===== src/rtl/gate_identifier.sv =====
// Gate characterizer: sweeps {a,b} over 00..11 for PASSES passes, captures the
// response of one gate instance and decodes the truth table into a gate code.
module gate_identifier #(
    parameter int SETTLE_CYCLES = 2,
    parameter int PASSES        = 2
) (
    input  logic       clk,
    input  logic       rst_n,
    input  logic       start,
    input  logic       dut_y,
    output logic       stim_a,
    output logic       stim_b,
    output logic       busy,
    output logic       done,
    output logic [3:0] truth_table,
    output logic [2:0] gate_code,
    output logic       unstable
);

    typedef enum logic [1:0] {IDLE, DRIVE, SAMPLE, DECODE} state_t;

    localparam logic [3:0] SETTLE_LAST = 4'(SETTLE_CYCLES - 1);
    localparam logic [1:0] PASS_LAST   = 2'(PASSES - 1);

    state_t     state_q, state_d;
    logic [3:0] settle_q;
    logic [1:0] vec_q;
    logic [1:0] pass_q;
    logic [3:0] cap_q;
    logic       mism_q;

    function automatic logic [2:0] decode_gate(input logic [3:0] tt, input logic mism);
        logic [2:0] code;
        case (tt)
            4'h8:    code = 3'd0;
            4'hE:    code = 3'd1;
            4'h7:    code = 3'd2;
            4'h1:    code = 3'd3;
            4'h6:    code = 3'd4;
            4'h9:    code = 3'd5;
            4'h3:    code = 3'd6;
            default: code = 3'd7;
        endcase
        // An unstable gate cannot be trusted to be any library type.
        if (mism) code = 3'd7;
        return code;
    endfunction

    // The vector index register is the stimulus; it only moves at vector boundaries.
    assign {stim_a, stim_b} = vec_q;

    always_comb begin
        state_d = state_q;
        case (state_q)
            IDLE:   if (start) state_d = DRIVE;
            DRIVE:  if (settle_q == SETTLE_LAST) state_d = SAMPLE;
            SAMPLE: begin
                if (vec_q == 2'd3 && pass_q == PASS_LAST) state_d = DECODE;
                else                                      state_d = DRIVE;
            end
            DECODE: state_d = IDLE;
            default: state_d = IDLE;
        endcase
    end

    always_ff @(posedge clk or negedge rst_n) begin
        if (!rst_n) state_q <= IDLE;
        else        state_q <= state_d;
    end

    always_ff @(posedge clk or negedge rst_n) begin
        if (!rst_n) begin
            settle_q    <= 4'd0;
            vec_q       <= 2'd0;
            pass_q      <= 2'd0;
            cap_q       <= 4'd0;
            mism_q      <= 1'b0;
            busy        <= 1'b0;
            done        <= 1'b0;
            truth_table <= 4'h0;
            gate_code   <= 3'd7;
            unstable    <= 1'b0;
        end else begin
            done <= 1'b0;
            case (state_q)
                IDLE: begin
                    if (start) begin
                        settle_q <= 4'd0;
                        vec_q    <= 2'd0;
                        pass_q   <= 2'd0;
                        cap_q    <= 4'd0;
                        mism_q   <= 1'b0;
                        busy     <= 1'b1;
                    end
                end
                DRIVE: begin
                    settle_q <= settle_q + 4'd1;
                end
                SAMPLE: begin
                    settle_q <= 4'd0;
                    if (pass_q == 2'd0) cap_q[vec_q] <= dut_y;
                    else if (dut_y != cap_q[vec_q]) mism_q <= 1'b1;
                    if (vec_q != 2'd3) begin
                        vec_q <= vec_q + 2'd1;
                    end else if (pass_q != PASS_LAST) begin
                        pass_q <= pass_q + 2'd1;
                        vec_q  <= 2'd0;
                    end
                end
                DECODE: begin
                    truth_table <= cap_q;
                    unstable    <= mism_q;
                    gate_code   <= decode_gate(cap_q, mism_q);
                    done        <= 1'b1;
                    busy        <= 1'b0;
                    vec_q       <= 2'd0;
                end
                default: ;
            endcase
        end
    end

endmodule


===== config.mk =====
export PLATFORM = sky130hd
export DESIGN_NAME = gate_identifier
export DESIGN_NICKNAME = d
export VERILOG_FILES = /design/src/rtl/gate_identifier.sv
export SDC_FILE = /design/constraint.sdc
export NUM_CORES = 1
export LEC_CHECK = 0
export CORE_ASPECT_RATIO = 1.4
export CORE_MARGIN = 8
export CORE_UTILIZATION = 55
export DETAILED_ROUTE_END_ITERATION = 12
export PLACE_DENSITY = 0.75
export SLEW_MARGIN = 20
export SYNTH_ARGS = -nofsm -noshare
export SYNTH_HDL_FRONTEND = slang
export SYNTH_SLANG_ARGS = --single-unit
export TNS_END_PERCENT = 20

===== constraint.sdc =====
create_clock -name clk -period 2 [get_ports clk]
set_clock_uncertainty 0.2 [all_clocks]
set_input_delay 0.2 -clock clk [delete_from_list [all_inputs] [get_ports clk]]
set_output_delay 0.2 -clock clk [all_outputs]
set_load 0.01 [all_outputs]

Word level (Yosys, flattened, before mapping). Cells that the tools add are included.

Register bits after elaboration: 25. Output and inout bits: 12. Word-level logic and storage cells: 84.

Add/subtract/negate cells: 3. Magnitude comparators: 2. Eq/ne operators: 24. Mux-type cells: 29. Reductions and logical operators: 15.

Operators by type and width (number): case mux 3 bit (7 select lines) (1); 2-to-1 mux 2 bit (8); inequality test 2 bit (second input constant) (8); equality test 4 bit (second input constant) (3); case mux 4 bit (3 select lines) (1); equality test 4 x 1 -> 1 bit (second input constant) (2); equality test 4 x 3 -> 1 bit (second input constant) (2); 2-to-1 mux 4 bit (2); case mux 2 bit (4 select lines) (1); case mux 4 bit (2 select lines) (1); AND reduction 4 bit (2); 2-to-1 mux 1 bit (7); equality test 2 bit (second input constant) (3); case mux 2 bit (3 select lines) (1); AND reduction 2 bit (3); AND reduction 3 bit (2); nonzero test 3 bit (2); adder 2 x 1 -> 2 bit (second input constant) (2); adder 4 x 1 -> 4 bit (second input constant) (1); bitwise mux 4 bit (1); equality test 2 x 1 -> 1 bit (second input constant) (2); equality test 4 x 2 -> 1 bit (second input constant) (1); logical NOT 2 bit (2); case mux 1 bit (2 select lines) (2); other kinds (11) (13).

Depth between registers and ports, before layout.
Depth after elaboration: 7. Gate-level depth with buffers: 6.

Worst setup path after synthesis. Ideal clock, no wire load.

Path kind: reg2reg. Start point: register vec_q[1]. End point: register mism_q. Setup time: 0.095 ns. Arrival time: 1.307 ns. Required time: 1.705 ns. Slack: 0.398 ns. Stages on the path, launching flop included: 4. Cell sequence: dfrtp_1 -> mux4_2 -> xnor2_1 -> o31ai_1.

Longest elaborated chain between the ends: 5.

RTL lines: start: declaration (line 27) `logic [1:0] vec_q;`; start signal: assignment (line 104) `vec_q <= vec_q + 2'd1;`; binary-select mux 1 bit (select 2 bit) (line 102) `else if (dut_y != cap_q[vec_q]) mism_q <= 1'b1;`; 2-to-1 mux 1 bit (not written as such) (line 102); inequality test 1 bit (line 102); inequality test 2 bit (no source line); AND reduction 4 bit (no source line); end signal: assignment (line 77) `mism_q <= 1'b0;`; end signal: assignment (line 92) `mism_q <= 1'b0;`; end signal: assignment (line 102); end: declaration (line 30) `logic mism_q;`.

Every way passes these cells. The select of a mux whose other input is x is not followed. A chain may end at the register's enable or synchronous reset.

Worst setup path in the final report.
Start point: register vec_q[1]. End point: output stim_a.

RTL lines: end: declaration (line 11) `output logic stim_a,`.

No word-level cell between the ends.

==> summary.txt <==
Detailed routing
  • Routed Antenna Nets: 0
  • Final wirelength: 2612 um
  • DR WL/cell: 13.60 um
  • Post-route DRC: 0
  • Via Count: approximately 1100
  • Vias per cell: approximately 5.5
  • Number of DRC markers in iteration 0: 25
  • Drt first pass iters: 4

Floorplan
  • Die Wd: 58.51 um
  • Die Ht: 75.51 um
  • Initial Util: 0.5819
  • # IOs: 16
  • Core Rows: 21
  • Core region area: 0.002391 mm^2
  • DIE AREA: approximately 0.0044 mm^2

Logic synthesis
  • Distinct cells, synth: 39
  • Syn nets: about 160
  • Xor and xnor fraction of the mapped netlist area: 0.01888
  • Seq/Total Area, Yosys: 0.4523
  • Largest family of logic cells by synthesized area: simple AND/OR/NAND/NOR gates
  • Syn avg cell area: about 10 um^2
  • Number of flops mapped to enable cells by yosys: 0
  • Post-synth top area share: 0.3957
  • Area leader, netlist: dfrtp_1
  • Synth Area in Compound Gates: 0.1511
  • Warning count from the yosys run: 0
  • Synthesized flop and latch total: 25
  • Post-synthesis mux area share: 0.07734
  • Mapped cell area: between 0.001 and 0.0015 mm^2
  • Synth Instances: 143
  • Asr flop ratio synth: 1.000
  • Simple-Gate Fraction of Synth Area: 0.1718
  • Synth area leaders: dfrtp_1, ha_1, dfstp_2, o21ai_0, nand2_1
  • Synth Area in Adders: 0.07194
  • Main synth FF type: dfrtp_1

Setup path
  • Worst path depth: 1
  • Worst Setup End Kind: primary output
  • Worst Setup EP: stim_a
  • CP required: 1600 ps
  • Worst flop-to-flop path endpoint: cap_q[1]
  • Slowest stage delay, CP: 600 ps
  • Kind of cell adding the most delay to the critical path: buffers and inverters
  • FF-to-FF setup slack: 220 ps
  • Reg2Reg Depth: 4
  • Critical Path Start Type: register
  • Kind of critical path: reg -> out
  • Critical Path AT: 1430 ps
  • Critical path origin: vec_q[1]
  • Worst r2r src: state_q[1]
  • Max stage delay cell, worst path: clkdlybuf4s50_1
  • CP bufs+invs: 1
  • Crit path cell chain: clkdlybuf4s50_1
  • Critical path peak fanout: 7

STA
  • Relative slew slack: 0.7088
  • Fin crit period: 1831 ps
  • Final hold violation count: 0
  • Setup Viol. Count Final: 0
  • Period utilization: 0.9154
  • Max-slew violations: 0
  • Final worst slack: 169.1 ps
  • FMAX: 0.5462 GHz
  • Tightest Pin Transition: 435.7 ps
  • RSZ-0062 raised after global routing: false
  • Final setup TNS: 0 ps

Finish
  • Ant. Diodes: 0
  • Cell area after layout: 0.001599 mm^2
  • Area delta synth->final: 14.93%
  • Fillers: 192
  • Non-Filler Instances: 192
  • Area of the multi-input gates: 683.2 um^2
  • Area occupied by registers: 629.4 um^2
  • Share of layout cells above drive strength 1: 0.1329
  • Final Net Count: 171

Global route
  • GRT Overall Usage: 0.1322
  • Initial antenna violation count: 0
  • Pin count of the biggest net entering global routing: 26
  • Number of global-route vias before repair: between 1000 and 1500
  • Global route overflow: 0
  • First-pass GRT wire length: approximately 4600 um

CTS
  • CTS sink count: 25
  • Clock transition at path regs: 140 ps
  • Latest clock arrival within the worst-skew pair: 320 ps
  • Total CTS buffers: 3
  • Post-CTS Setup Bufs: 0
  • CTS tree: done
  • H-tree Lvls: 1
  • Clock Path Buffers: 2
  • Clock Tree Root: clkbuf_4
  • CTS Hold Buffers Added: 0
  • Post_cts resized: 0

Power and ir drop
  • Pwr per Cell Area: around 940 mW/mm^2
  • Leak: 0.7081 nW
  • Peak supply drop: 0.6432 mV

Placed design
  • Port Buf Inserts: 15
  • HPWL Detailed: 1961 um
  • DP Worst Slack: around 170 ps
  • Gpl congestion: 0.7979
  • Area post-placement: 0.001569 mm^2
  • Placed Cells: 188

Run
  • Max Cap Viol: 0

Outcome
  • Status: finished clean

Worst hold path
  • Worst min-delay path category: in -> async
==> cell usage in the layout (no fill, tap or decap), drive strengths merged, types with 2 or more instances in the layout <==
cell type and count:
dfrtp 22, nand2 16, clkdlybuf4s50 15, o21ai 15
a21oi 10, nor2 9, inv 9, ha 8
nand3 5, mux2i 4, mux2 4, buf 4
nand2b 4, nor3 4, o211ai 3, clkbuf 3
dfstp 3, xnor2 2, nor3b 2
==> stage by stage <==
stage	util	power (mW)	hold WS [ps]
floorplan	-	1.109	-295.6
global placement	0.6562	1.271	250.8
detailed placement	0.6562	1.290	255.2
CTS	0.6688	1.523	11.69
global route	0.6688	1.623	28.40
finish	0.6688	1.508	8.034
==> state kept, by name (all words and copies together), names as in the netlist <==
register / flops
busy: 1
cap_q: 4
done: 1
gate_code: 3
mism_q: 1
pass_q: 2
settle_q: 4
state_q: 2
truth_table: 4
unstable: 1
vec_q: 2
==> cell families (layout without fill, tap and decap cells) <==
| family | Yosys count | after routing |
|---|---|---|
| AND/OR/NAND/NOR | 45 | 45 |
| multiplexers | 9 | 9 |
| XOR/XNOR | 3 | 3 |
| flip-flops | 25 | 25 |
| AO/OA/AOI/OAI | 36 | 36 |
| buffers and inverters | 17 | 32 |
| adder cells (fa/ha/maj) | 8 | 8 |
==> per-layer routing <==
layer  part of all wire  wire length, um  vias to the layer above  global-route usage
li1                   -                -                      524                   -
met1               0.44             1142                      502              0.1439
met2               0.49             1287                       21              0.2337
met3              0.045              117                        6             0.02534
met4              0.025               65                        0             0.07650
met5                  0                0                        -                   0
==> worst min path at each step <==
| stage | endpoint | slack, ps |
|---|---|---|
| 2_1_floorplan | busy | -300 |
| 3_3_place_gp | gate_code[0] | 250 |
| 3_5_place_dp | gate_code[0] | 260 |
| 4_1_cts | unstable | 10 |
| 5_1_grt | unstable | 30 |
| 6_report | unstable | 8 |
==> where the power goes <==
part / leakage [nW] / internal [mW] / switching (mW)
registers: 0.317 / 0.616 / 0.138
logic: 0.377 / 0.262 / 0.257
clock network: 0.0139 / 0.0765 / 0.159
==> cell type report <==
class,instances,area share
multi-input combinational,101,0.4272
sequential,25,0.3936
timing repair buffer,19,0.1127
tap,34,0.02660
inverter,9,0.02113
clock buffer,3,0.01408
clock inverter,1,0.004695
==> Yosys cell counts, drive strengths merged (3+ instances only) <==
library cell	count
ha	8
nand2	16
nand3	5
buf	7
o211ai	3
nor2	9
dfrtp	22
mux2i	4
a21oi	10
nor3	4
nand2b	4
dfstp	3
inv	9
o21ai	15
mux2	4
Note: power is estimated with default switching activity, not from simulation.
